$ cat src/rtl/h_cache_replay.sv
`default_nettype none
// ============================================================================
// Module   : h_cache_replay
// Brief    : Per-column pre-activation (H) cache. Captures H values from two
//            systolic columns during the forward pass and replays them, one
//            per gradient beat, aligned with the gradient for the two-column
//            leaky-ReLU derivative stage.
// Revision : 1.0 - initial release
// ============================================================================
module h_cache_replay #(
   parameter int DEPTH = 64
) (
   input  logic                     clk,
   input  logic                     rst,
   input  logic                     hc_start_capture_in,
   input  logic                     hc_start_replay_in,
   input  logic                     hc_H_valid_1_in,
   input  logic                     hc_H_valid_2_in,
   input  logic [15:0]              hc_H_1_in,
   input  logic [15:0]              hc_H_2_in,
   input  logic                     hc_grad_valid_1_in,
   input  logic                     hc_grad_valid_2_in,
   input  logic [15:0]              hc_grad_1_in,
   input  logic [15:0]              hc_grad_2_in,
   output logic                     hc_d_valid_1_out,
   output logic                     hc_d_valid_2_out,
   output logic [15:0]              hc_d_data_1_out,
   output logic [15:0]              hc_d_data_2_out,
   output logic [15:0]              hc_d_H_1_out,
   output logic [15:0]              hc_d_H_2_out,
   output logic [$clog2(DEPTH):0]   hc_count_1_out,
   output logic [$clog2(DEPTH):0]   hc_count_2_out,
   output logic [1:0]               hc_state_out,
   output logic                     hc_done_out,
   output logic                     hc_overflow_out,
   output logic                     hc_underflow_out
);

   localparam int          c_AW      = $clog2(DEPTH);
   localparam int          c_CW      = c_AW + 1;
   localparam logic [1:0]  c_IDLE    = 2'd0;
   localparam logic [1:0]  c_CAPTURE = 2'd1;
   localparam logic [1:0]  c_REPLAY  = 2'd2;

   logic [1:0]       r_state;
   logic [1:0]       w_state_next;
   logic             w_capture;
   logic             w_replay;
   logic             w_clear;
   logic             w_done_next;
   logic             r_done;
   logic             r_overflow;
   logic             r_underflow;

   // Column-indexed views of the per-column ports
   logic [1:0]       w_h_valid;
   logic [1:0]       w_grad_valid;
   logic [15:0]      w_h    [2];
   logic [15:0]      w_grad [2];
   logic [1:0]       w_empty;
   logic [1:0]       w_ovf_evt;
   logic [1:0]       w_unf_evt;
   logic [1:0]       w_d_valid;
   logic [15:0]      w_d_data [2];
   logic [15:0]      w_d_h    [2];
   logic [c_CW-1:0]  w_count  [2];

   assign w_h_valid    = {hc_H_valid_2_in, hc_H_valid_1_in};
   assign w_grad_valid = {hc_grad_valid_2_in, hc_grad_valid_1_in};
   assign w_h[0]       = hc_H_1_in;
   assign w_h[1]       = hc_H_2_in;
   assign w_grad[0]    = hc_grad_1_in;
   assign w_grad[1]    = hc_grad_2_in;

   // State register
   always_ff @(posedge clk or posedge rst) begin
      if (rst) r_state <= c_IDLE;
      else     r_state <= w_state_next;
   end

   // Next-state decode; start_capture has priority over start_replay
   always_comb begin
      w_state_next = r_state;
      case (r_state)
         c_IDLE: begin
            if (hc_start_capture_in)     w_state_next = c_CAPTURE;
            else if (hc_start_replay_in) w_state_next = c_REPLAY;
         end
         c_CAPTURE: begin
            if (!hc_start_capture_in && hc_start_replay_in) w_state_next = c_REPLAY;
         end
         c_REPLAY: begin
            if (w_done_next) w_state_next = c_IDLE;
         end
         default: w_state_next = c_IDLE;
      endcase
   end

   // State-derived controls: a start_capture pulse clears and suppresses pushes
   always_comb begin
      w_clear      = hc_start_capture_in && (r_state == c_IDLE || r_state == c_CAPTURE);
      w_capture    = (r_state == c_CAPTURE) && !hc_start_capture_in;
      w_replay     = (r_state == c_REPLAY);
      w_done_next  = w_replay && (&w_empty) && !(|w_grad_valid);
      hc_state_out = r_state;
   end

   for (genvar gi = 0; gi < 2; gi++) begin : g_col
      logic [15:0]      r_mem [DEPTH];
      logic [c_AW-1:0]  r_wr_ptr;
      logic [c_AW-1:0]  r_rd_ptr;
      logic [c_CW-1:0]  r_count;
      logic             r_d_valid;
      logic [15:0]      r_d_data;
      logic [15:0]      r_d_h;
      logic             w_full;
      logic             w_push;
      logic             w_pop;
      logic             w_beat;

      assign w_full         = (r_count == c_CW'(DEPTH));
      assign w_empty[gi]    = (r_count == '0);
      assign w_push         = w_capture && w_h_valid[gi] && !w_full;
      assign w_beat         = w_replay && w_grad_valid[gi];
      assign w_pop          = w_beat && !w_empty[gi];
      assign w_ovf_evt[gi]  = w_capture && w_h_valid[gi] && w_full;
      assign w_unf_evt[gi]  = w_beat && w_empty[gi];

      // Storage array; contents are only ever read behind a non-zero count
      always_ff @(posedge clk) begin
         if (w_push) r_mem[r_wr_ptr] <= w_h[gi];
      end

      // Pointers and occupancy; pointer width gives modulo-DEPTH wrap
      always_ff @(posedge clk or posedge rst) begin
         if (rst) begin
            r_wr_ptr <= '0;
            r_rd_ptr <= '0;
            r_count  <= '0;
         end else if (w_clear) begin
            r_wr_ptr <= '0;
            r_rd_ptr <= '0;
            r_count  <= '0;
         end else if (w_push) begin
            r_wr_ptr <= r_wr_ptr + c_AW'(1);
            r_count  <= r_count + c_CW'(1);
         end else if (w_pop) begin
            r_rd_ptr <= r_rd_ptr + c_AW'(1);
            r_count  <= r_count - c_CW'(1);
         end
      end

      // Aligned output beat; zero whenever no beat, H is zero on underflow
      always_ff @(posedge clk or posedge rst) begin
         if (rst) begin
            r_d_valid <= 1'b0;
            r_d_data  <= '0;
            r_d_h     <= '0;
         end else begin
            r_d_valid <= w_beat;
            r_d_data  <= w_beat ? w_grad[gi] : 16'h0000;
            r_d_h     <= w_pop ? r_mem[r_rd_ptr] : 16'h0000;
         end
      end

      assign w_d_valid[gi] = r_d_valid;
      assign w_d_data[gi]  = r_d_data;
      assign w_d_h[gi]     = r_d_h;
      assign w_count[gi]   = r_count;
   end

   // Sticky error flags and the replay-complete pulse
   always_ff @(posedge clk or posedge rst) begin
      if (rst) begin
         r_overflow  <= 1'b0;
         r_underflow <= 1'b0;
         r_done      <= 1'b0;
      end else begin
         r_done <= w_done_next;
         if (w_clear) begin
            r_overflow  <= 1'b0;
            r_underflow <= 1'b0;
         end else begin
            if (|w_ovf_evt) r_overflow  <= 1'b1;
            if (|w_unf_evt) r_underflow <= 1'b1;
         end
      end
   end

   assign hc_d_valid_1_out = w_d_valid[0];
   assign hc_d_valid_2_out = w_d_valid[1];
   assign hc_d_data_1_out  = w_d_data[0];
   assign hc_d_data_2_out  = w_d_data[1];
   assign hc_d_H_1_out     = w_d_h[0];
   assign hc_d_H_2_out     = w_d_h[1];
   assign hc_count_1_out   = w_count[0];
   assign hc_count_2_out   = w_count[1];
   assign hc_done_out      = r_done;
   assign hc_overflow_out  = r_overflow;
   assign hc_underflow_out = r_underflow;

endmodule
`default_nettype wire

$ cat config.mk
export PLATFORM = sky130hd
export DESIGN_NAME = h_cache_replay
export DESIGN_NICKNAME = d
export VERILOG_FILES = /design/src/rtl/h_cache_replay.sv
export SDC_FILE = /design/constraint.sdc
export NUM_CORES = 2
export LEC_CHECK = 0
export ABC_AREA = 1
export CORE_UTILIZATION = 42
export CTS_CLUSTER_DIAMETER = 200
export CTS_CLUSTER_SIZE = 24
export DETAILED_ROUTE_END_ITERATION = 16
export GPL_ROUTABILITY_DRIVEN = 0
export SKIP_LAST_GASP = 1
export SLEW_MARGIN = 0
export SYNTH_ARGS = -nofsm -noshare
export SYNTH_HDL_FRONTEND = slang
export SYNTH_SLANG_ARGS = --single-unit
$ cat constraint.sdc
create_clock -name clk -period 8.78 [get_ports clk]
set_clock_uncertainty 0.15 [all_clocks]
set_input_delay 0.878 -clock clk [delete_from_list [all_inputs] [get_ports clk]]
set_output_delay 0.878 -clock clk [all_outputs]
set_load 0.01 [all_outputs]
After elaboration in Yosys (flattened, before gate mapping)
Memories as Yosys holds them, arrays and structs flattened.
Index checks and enable logic that the tools add are counted.
{"block": "classes", "add_sub_neg": 8, "mul": 0, "n_div": 0, "magnitude_cmp": 0, "n_eq_ne": 9, "shifts": 0, "mux": 33, "bitwise": 0, "reduce_logical": 42}
{"cell": "$mux 16", "count": 4}
{"cell": "$mux 6", "count": 10}
{"cell": "$mux 7", "count": 6}
{"cell": "$add 6x1->6 const B", "count": 4}
{"cell": "$logic_and 1x1->1", "count": 17}
{"cell": "$add 7x1->7 const B", "count": 2}
{"cell": "$eq 7x7->1 const B", "count": 2}
{"cell": "$logic_not 7->1", "count": 2}
{"cell": "$sub 7x1->7 const B", "count": 2}
{"cell": "$reduce_bool 2->1", "count": 6}
{"cell": "$mux 1", "count": 8}
{"cell": "$mux 2", "count": 4}
{"cell": "$logic_not 1->1", "count": 6}
{"cell": "$ne 2x2->1 const B", "count": 3}
{"cell": "$pmux 2 s3", "count": 1}
{"cell": "$reduce_and 2->1", "count": 3}
{"cell": "$reduce_bool 3->1", "count": 2}
{"cell": "$reduce_or 2->1", "count": 3}
{"cell": "$ne 3x3->1 const B", "count": 1}
{"cell": "$reduce_and 3->1", "count": 1}
{"cell": "$eq 2x1->1 const B", "count": 1}
{"cell": "$eq 2x2->1 const B", "count": 1}
{"cell": "$logic_not 2->1", "count": 1}
{"cell": "$ne 2x1->1 const B", "count": 1}
{"cell": "$logic_or 1x1->1", "count": 1}
{"block": "totals", "regBits": 109, "latch_bits": 0, "ramBits": 2048, "romBits": 0, "input_bits": 72, "wordCells": 110, "memories": 2}
{"memory": "g_col[0].r_mem", "words": 64, "width": 16, "read_ports": 1, "rd_ports_with_merged_regs": 0, "write_ports": 1, "line_no": "109", "source": "logic [15:0] r_mem [DEPTH];"}
{"memory": "g_col[1].r_mem", "words": 64, "width": 16, "read_ports": 1, "rd_ports_with_merged_regs": 0, "write_ports": 1, "line_no": "109"}

Longest topological paths before layout
{"block": "logic_depth", "word_depth": 7, "mapped_depth": 15}

Worst setup path before layout
No wires, ideal clock.
{"block": "synth_timing", "kind": "input -> register", "from": "in hc_start_capture_in", "to": "mem g_col[0].r_mem[47][0] (enable)", "setup_time_ps": 409, "arrival_ps": 2854, "slack_ps": 5367, "path_stages": 9, "path_cell_list": "inv_1 -> nand3_1 -> inv_1 -> o21ai_4 -> nor3_1 -> inv_1 -> nor2_1 -> inv_1 -> nor3_1"}
{"block": "synth_between", "elab_chain_cells": 6}
{"item": "from (decl)", "line_no": "15", "source": "input logic hc_start_capture_in,"}
{"item": "$logic_not 1->1", "line_no": "102", "source": "w_capture = (r_state == c_CAPTURE) && !hc_start_capture_in;"}
{"item": "$logic_and 1x1->1", "line_no": "102"}
{"item": "$logic_and 1x1->1 (2 in a row)", "line_no": "123", "source": "assign w_push = w_capture && w_h_valid[gi] && !w_full;"}
{"item": "$mux 1", "line_no": "131", "source": "if (w_push) r_mem[r_wr_ptr] <= w_h[gi];"}
{"item": "$mux 1 (not written as such)", "line_no": "131"}
{"item": "to (decl)", "line_no": "109"}
No other way between the ends.

Final worst setup path
{"block": "layout_timing", "from": "reg g_col[1].r_rd_ptr[0]", "to": "reg g_col[1].r_d_h[3] (netlist: hc_d_H_2_out[3])"}
{"block": "layout_between", "elab_chain_cells": 2}
{"item": "from (decl)", "line_no": "111", "source": "logic [c_AW-1:0] r_rd_ptr;"}
{"item": "from (signal assigned)", "line_no": "148", "source": "r_rd_ptr <= r_rd_ptr + c_AW'(1);"}
{"item": "$mem_v2 64x16"}
{"item": "$mux 16", "line_no": "162", "source": "r_d_h <= w_pop ? r_mem[r_rd_ptr] : 16'h0000;"}
{"item": "to (signal assigned)", "line_no": "162"}
{"item": "to (decl)", "line_no": "115", "source": "logic [15:0] r_d_h;"}
No other way between the ends.
A chain may end at the register's enable or synchronous reset.

==> impl_metrics.yaml <==
synthesis:
  synth-seq-cells: 2157
  syn_area_per_cell_um2: 11.7
  ys_seq_area_share_pct: 73.4
  netlist_area_um2: 87500
  yosys_warnings: 0
  synthDistinctLibCells: 40
  syn_inst: 7483
  syn_nets: 7573
power:
  intPower_w: 0.0147
  power_density_nw_per_um2: 224
  switchingPower_w: 0.00645
  ir_drop_mv: 0.185
  pwr-share-seq_pct: 54.2
  p_leak_nw: 33.4
  p_clk_share_pct: 25.4
  switching_share_pct: 30.5
  combPwrFrac_pct: 20.4
finish:
  design_area_um2: 94700
  stdcell_count: 10400
  final_net_count: 7588
  area_growth_pct: 8.25
  drive_above_1_share_pct: 5.23
setup_path:
  critPathLaunchType: "flop"
  r2r_end: "hc_d_H_2_out[3]$_DFF_PP0_"
  critPathBufInv: 2
  critical-path-max-stage-delay_ns: 0.86
  r2r_start: "g_col[1].r_rd_ptr[0]$_DFFE_PP0P_"
  reg2regPathDepth: 10
  crit_family: "buffers and inverters"
  path_cells: "buf_4 > buf_4 > nor2_1 > nor2_1 > o21ai_0 > nand3_1 > nand3_1 > nand2_1 > nand3_1 > a21oi_1"
  r2r_slack_ns: 4.55
  crit_arrival_ns: 4.72
  critPathMaxFanout: 97
  setup.worst_path.class: "flop to flop"
  crit_required_ns: 9.27
  cp_common_cell: "nand3_1"
  crit_path_end_kind: "flop"
  crit_slowest_cell: "buf_4"
grt:
  overflow: 0
  antenna_found_initial: 4
  grt_max_degree: 216
  grt_first_pass_wirelength_um: 342000
  grt_pass1_vias: 52300
  grtUsageTotal_pct: 21.6
sta:
  fin_crit_sh_pct: 48.2
  rsz0062_at_grt: "no"
  final_max_slew_viol_count: 0
  max_slew_margin_pct: 9.24
  setup_viol: 0
  period_needed_ns: 4.23
  tightestPinTransition_ns: 1.36
  tns_ns: 0
  hold_viol_final: 0
  fmax_ghz: 0.236
drt:
  drcViolationCount: 0
  postRouteAntennaNets: 0
  vias: 55900
  firstDrtPassIters: 6
  via_per_inst: 5.40
  wire_per_inst_um: 22.3
  drt_iter0_drc: 6218
  totalWireLength_um: 232000
place:
  dpl.cell_count: 10200
  io_buffers: 156
  place_area_um2: 91800
  dp_hpwl_um: 126000
die:
  io_pins: 157
  row_count: 167
  die_h_um: 458
  core_area_um2: 207000
  die_x_um: 458
  die_area_um2: 210000
  start_util_pct: 42.2
cts:
  cts_setup_buffers: 0
  clockRootBuffer: "clkbuf_16"
  cts_sinks: 2157
  cts_tree: "done"
  clockBufferDepth: 3
  holdBufCountCts: 0
  cts_buffers: 99
  cts_htree_levels: 3
  clkLatencyLatePin_ns: 0.79
  clk_pin_slew_worst_paths_ns: 0.11
  cts_resized: 0
run_status:
  status: "finished, final reports clean"
hold_path:
  hold_end: "hc_overflow_out$_DFFE_PP0P_"
  hold_path_depth: 1
  min_path_type: "flop to flop"
  worstHoldStart: "hc_overflow_out$_DFFE_PP0P_"
run:
  drv_cap: 0
[power by group through the flow]
stage | Combinational (W) | Clock, W | Sequential, W
floorplan | 0.00298 | 0 | 0.0116
global placement | 0.00425 | 0 | 0.0117
detailed placement | 0.00430 | 0 | 0.0117
CTS | 0.00432 | 0.00548 | 0.0115
global route | 0.00481 | 0.00580 | 0.0115
finish | 0.00432 | 0.00538 | 0.0115
[metrics by stage]
| stage | worst slack, ns | hold slack (ns) | utilization, % | power, W |
|---|---|---|---|---|
| global route | 4.30 | 0.410 | 45.7 | 0.0221 |
| finish | 4.55 | 0.377 | 45.7 | 0.0212 |
| CTS | 4.59 | 0.356 | 45.7 | 0.0213 |
| floorplan | 4.88 | 0.392 | - | 0.0146 |
| global placement | 4.13 | 0.344 | 44.3 | 0.0159 |
| detailed placement | 4.15 | 0.360 | 44.3 | 0.0160 |
[worst max path at each step]
stage	start	end	slack, ns	cells past startpoint
2_1_floorplan	rst	g_col[0].r_rd_ptr[0]$_DFFE_PP0P_	4.88	1
3_3_place_gp	hc_start_capture_in	g_col[0].r_mem[9][2]$_DFFE_PP_	4.13	8
3_5_place_dp	hc_start_capture_in	g_col[0].r_mem[9][12]$_DFFE_PP_	4.15	8
4_1_cts	g_col[1].r_rd_ptr[0]$_DFFE_PP0P_	hc_d_H_2_out[3]$_DFF_PP0_	4.59	10
5_1_grt	g_col[0].r_rd_ptr[0]$_DFFE_PP0P_	hc_d_H_1_out[13]$_DFF_PP0_	4.30	11
6_report	g_col[1].r_rd_ptr[0]$_DFFE_PP0P_	hc_d_H_2_out[3]$_DFF_PP0_	4.55	10
[cell usage after synthesis, drive strengths merged]
library cell     n  area share (%)
a21oi          113            0.65
fa               2           0.046
nor4             1           0.024
edfxtp        2048              70
or2             20            0.14
nand2         2017             8.7
a31oi            1          0.0072
o211ai          32            0.27
nand3         1240             7.1
nor2           862             3.7
o22ai            3           0.021
inv            150            0.64
dfrtp          109             3.1
nor3            11           0.069
clkinv           6           0.026
ha              16            0.23
xor2             7           0.070
clkbuf         144            0.62
o21ai          379             2.2
xnor2            2           0.020
o31a             1           0.010
buf            301             1.9
o2111ai          1           0.010
nand4           13            0.11
a21o             1          0.0086
o31ai            2           0.017
o21bai           1          0.0086
[layout by cell type (no fill, tap or decap), drive strengths merged, types with 2 or more instances in the layout]
cell type      count
nand3           1240
nand4             13
o211ai            32
diode              2
buf              235
a21oi            113
edfxtp          2048
o31ai              2
dfrtp            109
xor2               7
nor3              11
o22ai              3
clkinv             8
nor2             862
inv              152
xnor2              2
or2               20
ha                16
clkdlybuf4s50    124
o21ai            379
nand2           2017
clkbuf           175
fa                 2
[flip-flops by register name (all words and copies together) (netlist names), 7 cells and up]
name	count
g_col.r_wr_ptr	12
hc_d_data_1_out	16
hc_d_H_2_out	16
hc_d_H_1_out	16
g_col.r_rd_ptr	12
g_col.r_mem	2048
hc_count_2_out	7
hc_d_data_2_out	16
hc_count_1_out	7
[routing by layer]
metal | global-route usage [%] | share of wire [%] | vias to the layer above | wire length (µm)
met2 | 33.9 | 46 | 2024 | 107000
met1 | 31.0 | 43 | 27700 | 100000
met3 | 3.70 | 8.2 | 255 | 18900
met4 | 5.48 | 2.3 | 0 | 5280
met5 | 0 | 0 | - | 0
li1 | - | - | 26000 | -
[cell type report]
class                           count  area, µm²
Clock inverter                      4       57.6
Tap cell                         2788       3490
Timing Repair Buffer              359       2990
Fill cell                       18600     112000
Inverter                          156        622
Multi-Input combinational cell   4725      20500
Clock buffer                      175       2820
Sequential cell                  2157      64200
Antenna cell                        2       5.00
[cells by family (layout without fill, tap and decap cells)]
family / Yosys count / count (layout) / synth area share, %
compound gates: 534 / 534 / 3.19
xor+xnor: 9 / 9 / 0.0901
fa+ha+maj: 18 / 18 / 0.275
buf+inv: 601 / 694 / 3.21
flops: 2157 / 2157 / 73.4
other cells: 0 / 2 / 0
simple gates: 4164 / 4164 / 19.8
No activity file was read; power rests on OpenSTA's default activity.
